`config.mk`:
```
export PLATFORM = sky130hd
export DESIGN_NAME = wb_sram_port0_ctrl
export DESIGN_NICKNAME = d
export VERILOG_FILES = /design/src/rtl/wb_sram_port0_ctrl.sv
export SDC_FILE = /design/constraint.sdc
export NUM_CORES = 1
export LEC_CHECK = 0
export ABC_AREA = 1
export ABC_CLOCK_PERIOD_IN_PS = 1750
export CORE_MARGIN = 2
export CORE_UTILIZATION = 34
export CTS_CLUSTER_DIAMETER = 40
export DETAILED_ROUTE_END_ITERATION = 12
export GPL_TIMING_DRIVEN = 0
export HOLD_SLACK_MARGIN = 0.1
export PLACE_DENSITY = 0.9
export SYNTH_ARGS = -nofsm -noshare
export SYNTH_HDL_FRONTEND = slang
export SYNTH_SLANG_ARGS = --single-unit
```
`constraint.sdc`:
```
create_clock -name wb_clk_i -period 1.75 [get_ports wb_clk_i]
set_clock_uncertainty 0.1 [all_clocks]
set_input_delay 0.2625 -clock wb_clk_i [delete_from_list [all_inputs] [get_ports wb_clk_i]]
set_output_delay 0.2625 -clock wb_clk_i [all_outputs]
set_load 0.02 [all_outputs]
```
`src/rtl/wb_sram_port0_ctrl.sv`:
```
// Port-0 controller for the sky130 1 KiB SRAM macro: Wishbone classic slave plus an optional
// round-robin auxiliary requester (enable with macro SRAM_CTRL_AUX_EN).
module wb_sram_port0_ctrl #(
    parameter logic [31:0] BASE_ADDR = 32'h3000_0000,
    parameter int          WIN_BITS  = 10,
    parameter int          READ_LAT  = 1
) (
    input  logic        wb_clk_i,
    input  logic        wb_rst_i,
    input  logic        wbs_cyc_i,
    input  logic        wbs_stb_i,
    input  logic        wbs_we_i,
    input  logic [3:0]  wbs_sel_i,
    input  logic [31:0] wbs_adr_i,
    input  logic [31:0] wbs_dat_i,
    output logic        wbs_ack_o,
    output logic [31:0] wbs_dat_o,
    input  logic        aux_req,
    input  logic        aux_we,
    input  logic [7:0]  aux_addr,
    input  logic [31:0] aux_wdata,
    input  logic [3:0]  aux_wmask,
    output logic        aux_gnt,
    output logic        aux_rvalid,
    output logic [31:0] aux_rdata,
    output logic        sram_csb0,
    output logic        sram_web0,
    output logic [3:0]  sram_wmask0,
    output logic [7:0]  sram_addr0,
    output logic [31:0] sram_din0,
    input  logic [31:0] sram_dout0,
    output logic        busy
);

    typedef enum logic [2:0] {
        S_IDLE  = 3'd0,
        S_ISSUE = 3'd1,
        S_WAIT  = 3'd2,
        S_ACK   = 3'd3,
        S_MISS  = 3'd4
    } state_t;

    state_t      r_state, w_state_nx;
    logic [1:0]  r_cnt, w_cnt_nx;
    logic        r_csb, w_csb_nx;
    logic        r_web, w_web_nx;
    logic [3:0]  r_wmask, w_wmask_nx;
    logic [7:0]  r_addr, w_addr_nx;
    logic [31:0] r_din, w_din_nx;
    logic        r_ack, w_ack_nx;
    logic [31:0] r_dat, w_dat_nx;
    logic        r_busy, w_busy_nx;

    logic        w_hit;
    logic        w_wb_req;
    logic        w_wb_miss;
    logic        w_pick_aux;
    logic        w_owner_aux;
    logic        w_unused_adr;

    assign w_hit     = (wbs_adr_i[31:WIN_BITS] == BASE_ADDR[31:WIN_BITS]);
    assign w_wb_req  = wbs_cyc_i & wbs_stb_i & w_hit;
    assign w_wb_miss = wbs_cyc_i & wbs_stb_i & ~w_hit;
    assign w_unused_adr = ^wbs_adr_i[1:0];

`ifdef SRAM_CTRL_AUX_EN
    // Aux handshake: aux_req with its payload is held until the single-cycle aux_gnt;
    // read data arrives later with the single-cycle aux_rvalid, writes get no response.
    logic        r_gnt, w_gnt_nx;
    logic        r_rvalid, w_rvalid_nx;
    logic [31:0] r_rdata, w_rdata_nx;
    logic        r_owner_aux, w_owner_aux_nx;
    logic        r_last_aux, w_last_aux_nx;

    // On a tie the grant goes to whichever side did not own the previous access.
    assign w_pick_aux  = aux_req & (~w_wb_req | ~r_last_aux);
    assign w_owner_aux = r_owner_aux;
    assign aux_gnt     = r_gnt;
    assign aux_rvalid  = r_rvalid;
    assign aux_rdata   = r_rdata;
`else
    logic w_unused_aux;
    assign w_unused_aux = ^{aux_req, aux_we, aux_addr, aux_wdata, aux_wmask};
    assign w_pick_aux   = 1'b0;
    assign w_owner_aux  = 1'b0;
    assign aux_gnt      = 1'b0;
    assign aux_rvalid   = 1'b0;
    assign aux_rdata    = 32'h0;
`endif

    always_comb begin
        w_state_nx = r_state;
        w_cnt_nx   = r_cnt;
        w_csb_nx   = r_csb;
        w_web_nx   = r_web;
        w_wmask_nx = r_wmask;
        w_addr_nx  = r_addr;
        w_din_nx   = r_din;
        w_ack_nx   = 1'b0;
        w_dat_nx   = r_dat;
`ifdef SRAM_CTRL_AUX_EN
        w_gnt_nx       = 1'b0;
        w_rvalid_nx    = 1'b0;
        w_rdata_nx     = r_rdata;
        w_owner_aux_nx = r_owner_aux;
        w_last_aux_nx  = r_last_aux;
`endif
        case (r_state)
            S_IDLE: begin
                if (w_pick_aux) begin
                    w_csb_nx   = 1'b0;
                    w_state_nx = S_ISSUE;
`ifdef SRAM_CTRL_AUX_EN
                    w_web_nx       = ~aux_we;
                    w_addr_nx      = aux_addr;
                    w_din_nx       = aux_wdata;
                    w_wmask_nx     = aux_wmask;
                    w_gnt_nx       = 1'b1;
                    w_owner_aux_nx = 1'b1;
                    w_last_aux_nx  = 1'b1;
`endif
                end else if (w_wb_req) begin
                    w_csb_nx   = 1'b0;
                    w_web_nx   = ~wbs_we_i;
                    w_addr_nx  = wbs_adr_i[9:2];
                    w_din_nx   = wbs_dat_i;
                    w_wmask_nx = wbs_sel_i;
                    w_state_nx = S_ISSUE;
`ifdef SRAM_CTRL_AUX_EN
                    w_owner_aux_nx = 1'b0;
                    w_last_aux_nx  = 1'b0;
`endif
                end else if (w_wb_miss) begin
                    w_ack_nx   = 1'b1;
                    w_dat_nx   = 32'h0;
                    w_state_nx = S_MISS;
                end
            end
            S_ISSUE: begin
                // The macro samples csb0/web0 on this edge; release them so the strobe is one cycle.
                w_csb_nx = 1'b1;
                w_web_nx = 1'b1;
                if (!r_web) begin
                    w_state_nx = S_ACK;
                    if (!w_owner_aux) w_ack_nx = wbs_cyc_i;
                end else begin
                    w_state_nx = S_WAIT;
                    w_cnt_nx   = 2'(READ_LAT);
                end
            end
            S_WAIT: begin
                w_cnt_nx = r_cnt - 2'd1;
                if (r_cnt == 2'd1) begin
                    w_state_nx = S_ACK;
                    if (w_owner_aux) begin
`ifdef SRAM_CTRL_AUX_EN
                        w_rvalid_nx = 1'b1;
                        w_rdata_nx  = sram_dout0;
`endif
                    end else begin
                        // A dropped cyc still lets the access finish, only the ack is withheld.
                        w_dat_nx = sram_dout0;
                        w_ack_nx = wbs_cyc_i;
                    end
                end
            end
            S_ACK:   w_state_nx = S_IDLE;
            S_MISS:  w_state_nx = S_IDLE;
            default: w_state_nx = S_IDLE;
        endcase
        w_busy_nx = (w_state_nx != S_IDLE);
    end

    always_ff @(posedge wb_clk_i) begin
        if (wb_rst_i) begin
            r_state <= S_IDLE;
            r_cnt   <= 2'd0;
            r_csb   <= 1'b1;
            r_web   <= 1'b1;
            r_wmask <= 4'h0;
            r_addr  <= 8'h0;
            r_din   <= 32'h0;
            r_ack   <= 1'b0;
            r_dat   <= 32'h0;
            r_busy  <= 1'b0;
        end else begin
            r_state <= w_state_nx;
            r_cnt   <= w_cnt_nx;
            r_csb   <= w_csb_nx;
            r_web   <= w_web_nx;
            r_wmask <= w_wmask_nx;
            r_addr  <= w_addr_nx;
            r_din   <= w_din_nx;
            r_ack   <= w_ack_nx;
            r_dat   <= w_dat_nx;
            r_busy  <= w_busy_nx;
        end
    end

`ifdef SRAM_CTRL_AUX_EN
    always_ff @(posedge wb_clk_i) begin
        if (wb_rst_i) begin
            r_gnt       <= 1'b0;
            r_rvalid    <= 1'b0;
            r_rdata     <= 32'h0;
            r_owner_aux <= 1'b0;
            r_last_aux  <= 1'b1;
        end else begin
            r_gnt       <= w_gnt_nx;
            r_rvalid    <= w_rvalid_nx;
            r_rdata     <= w_rdata_nx;
            r_owner_aux <= w_owner_aux_nx;
            r_last_aux  <= w_last_aux_nx;
        end
    end
`endif

    assign wbs_ack_o   = r_ack;
    assign wbs_dat_o   = r_dat;
    assign sram_csb0   = r_csb;
    assign sram_web0   = r_web;
    assign sram_wmask0 = r_wmask;
    assign sram_addr0  = r_addr;
    assign sram_din0   = r_din;
    assign busy        = r_busy;

endmodule

```
==> metrics.cfg <==
[outcome]
outcome = completed

[routing]
first_iter_violations = 122
drtPass1Iterations = 4
antenna_left = 0
wirelength_routed_um = 11100
average_vias_per_placed_instance = 4.66
drc = 0
wire_per_inst_um = 13.6
routed-via-count = 3811

[cts]
tritoncts = yes
maximum_buffer_depth_of_the_clock_tree = 2
htreeDepth = 3
insertion_delay_ns = 0.33
cts_root_buf = clkbuf_8
reg_clk_slew_reported_paths_ns = 0.10
cts_sinks = 85
cts_made_buffers = 9

[timing]
max_clock_freq_ghz = 0.592
finalMaxSlewViolations = 0
hold_viol_final = 0
setup_slack_ns = 0.0618
unrepaired_setup_endpoints_after_global_routing = false
setup-tns-final_ns = 0
final_period_minus_worst_setup_slack_ns = 1.69
finalHoldWorstSlack_ns = 0.350
setup_viol = 0
final.period_utilization = 0.965

[setup_path]
worst_setup_slack_for_register_to_register_paths_ns = 0.10
worst-endpoint-arrival_ns = 1.33
cpLargestDelayFamily = buffers and inverters
cp_slowest_cell = clkdlybuf4s50_1
cp.required_ns = 1.39
cp.buffers_inverters = 1
cp-end-kind = output pin
timing.critical_path.cells = clkdlybuf4s50_1
critPathMaxStageDelay_ns = 0.63
path_class = flop to output pin
critPathMaxFanout = 2
worst_setup_path_start_kind = flop

[placed_design]
detailed_place_hpwl_um = 8630
dpl_worst_slack_ns = -0.361
gpl_congestion = 0.825
dpl-instance-area_mm2 = 0.00560
placement.io_buffers = 182
placedCellCount = 794

[synth]
post_synth.cell_area_avg_um2 = 7.82
synthesis.instances = 446
mappedNetlistArea_mm2 = 0.00349
post_synth_most_frequent_cells = nor2_1, dfxtp_1, buf_4
yosys.cell_count.top_type = nor2_1
synth_area_leaders = dfxtp_1, nor2_1, buf_4, nand4_1, a21oi_1
synth_enable_flop_cells = 0
synth_largest_area_cell = dfxtp_1
synth.yosys.seq_area_share = 0.488
synth_cell_types = 21
synth_top_flop_cell = dfxtp_1
postSynth.asyncResetShare = 0
yosys_warnings = 0
synth_top_area_share = 0.488
synth.ff_latch_count = 85

[job]
count_of_max_cap_constraint_violations = 0

[global_route]
global_route_usage_sum = 0.192
grt_start_max_net_pins = 16
antenna_violations_before_repair = 0
global_route_wire_length_before_repair_um = 17500
global_route_overflow = 0
vias_in_the_first_global_route = 3691

[floorplanning]
chipHeight_um = 105
fp.dieArea_mm2 = 0.0111
floorplan.initialDensity = 0.353
std_cell_rows = 36
boundaryPins = 265
design.core.area_mm2 = 0.00986
die-width_um = 105

[power]
power_mw = 3.97
irDropWorstVdd_mv = 0.406
p_per_area_mw_per_mm2 = 666
power.leakage_nw = 2.31

[final_layout]
synthToLayoutAreaGrowth_pct = 71.3
post_route_cells_drive_above_1_share = 0.124
antennaDiodeCount = 0
finalNetCount = 831
finish.instance_area_mm2 = 0.00597
finalCoreUtilization = 0.605
finalNonFillerCells = 817

[worst_hold_path]
hold_class = flop to flop

[power breakdown]
group	total, mW	switching (mW)	internal (mW)
clock	1.55	0.736	0.812
sequential	1.94	0.00144	1.93
combinational	0.490	0.198	0.292
total	3.97	0.936	3.04
[registers in the layout, summed over array words and instances, names as in the netlist]
signal	cells
sram_din0	32
wbs_dat_o	32
sram_addr0	8
sram_wmask0	4
r_state	3
r_cnt	2
busy	1
sram_csb0	1
sram_web0	1
wbs_ack_o	1
[cell families (layout without fill, tap and decap cells)]
family | Yosys count | after routing | share of synthesized area
AO/OA/AOI/OAI | 84 | 84 | 0.121
adder cells (fa/ha/maj) | 1 | 1 | 0.00359
buffers and inverters | 80 | 285 | 0.134
flip-flops | 85 | 85 | 0.488
other | 1 | 34 | 0.00108
AND/OR/NAND/NOR | 195 | 195 | 0.253
[metal layers]
metal / vias up / share of wire / GRT usage
li1: 1890 / - / -
met5: - / 0 / 0
met1: 1739 / 0.40 / 0.226
met3: 18 / 0.066 / 0.0451
met2: 164 / 0.52 / 0.345
met4: 0 / 0.019 / 0.0590
[path summary, 6_finish.rpt]
path,end,cells after the start,from
setup / recovery,sram_din0[28],1,sram_din0[28]
hold / removal,sram_csb0,2,sram_csb0
setup reg to reg,sram_addr0[4],8,r_state[2]
hold reg to reg,sram_csb0,2,sram_csb0
[placed cells by master, fill, tap and decap left out, drive strengths merged]
cell type / Yosys / layout
ha: 1 / 1
conb: 1 / 34
bufinv: 0 / 2
clkdlybuf4s50: 0 / 178
nand3: 34 / 34
inv: 11 / 12
nand3b: 1 / 1
nand2: 19 / 19
a21oi: 36 / 36
clkinvlp: 0 / 1
dlymetal6s2s: 0 / 3
clkbuf: 18 / 30
nand4: 33 / 33
o21ai: 48 / 48
clkinv: 0 / 3
buf: 51 / 55
nor2: 108 / 108
dfxtp: 85 / 85
dlygate4sd2: 0 / 1
[cell type report]
class | instances | area [um^2]
Buffer | 68 | 463
Clock buffer | 9 | 124
Clock inverter | 7 | 98.8
Fill cell | 855 | 3890
Inverter | 11 | 41.3
Multi-Input combinational cell | 314 | 1460
Sequential cell | 85 | 1700
Tap cell | 133 | 166
Timing Repair Buffer | 190 | 1910
[timing repair]
action | 4_1_cts | 5_1_grt
endpoints found under the setup margin | 40 | 77
pin swaps | 1 | 3
cloned | 0 | 1
hold buffers | 0 | 0
gates resized for setup | 9 | 21
setup buffers | 1 | 6
Power figures use the tool's default switching activity.
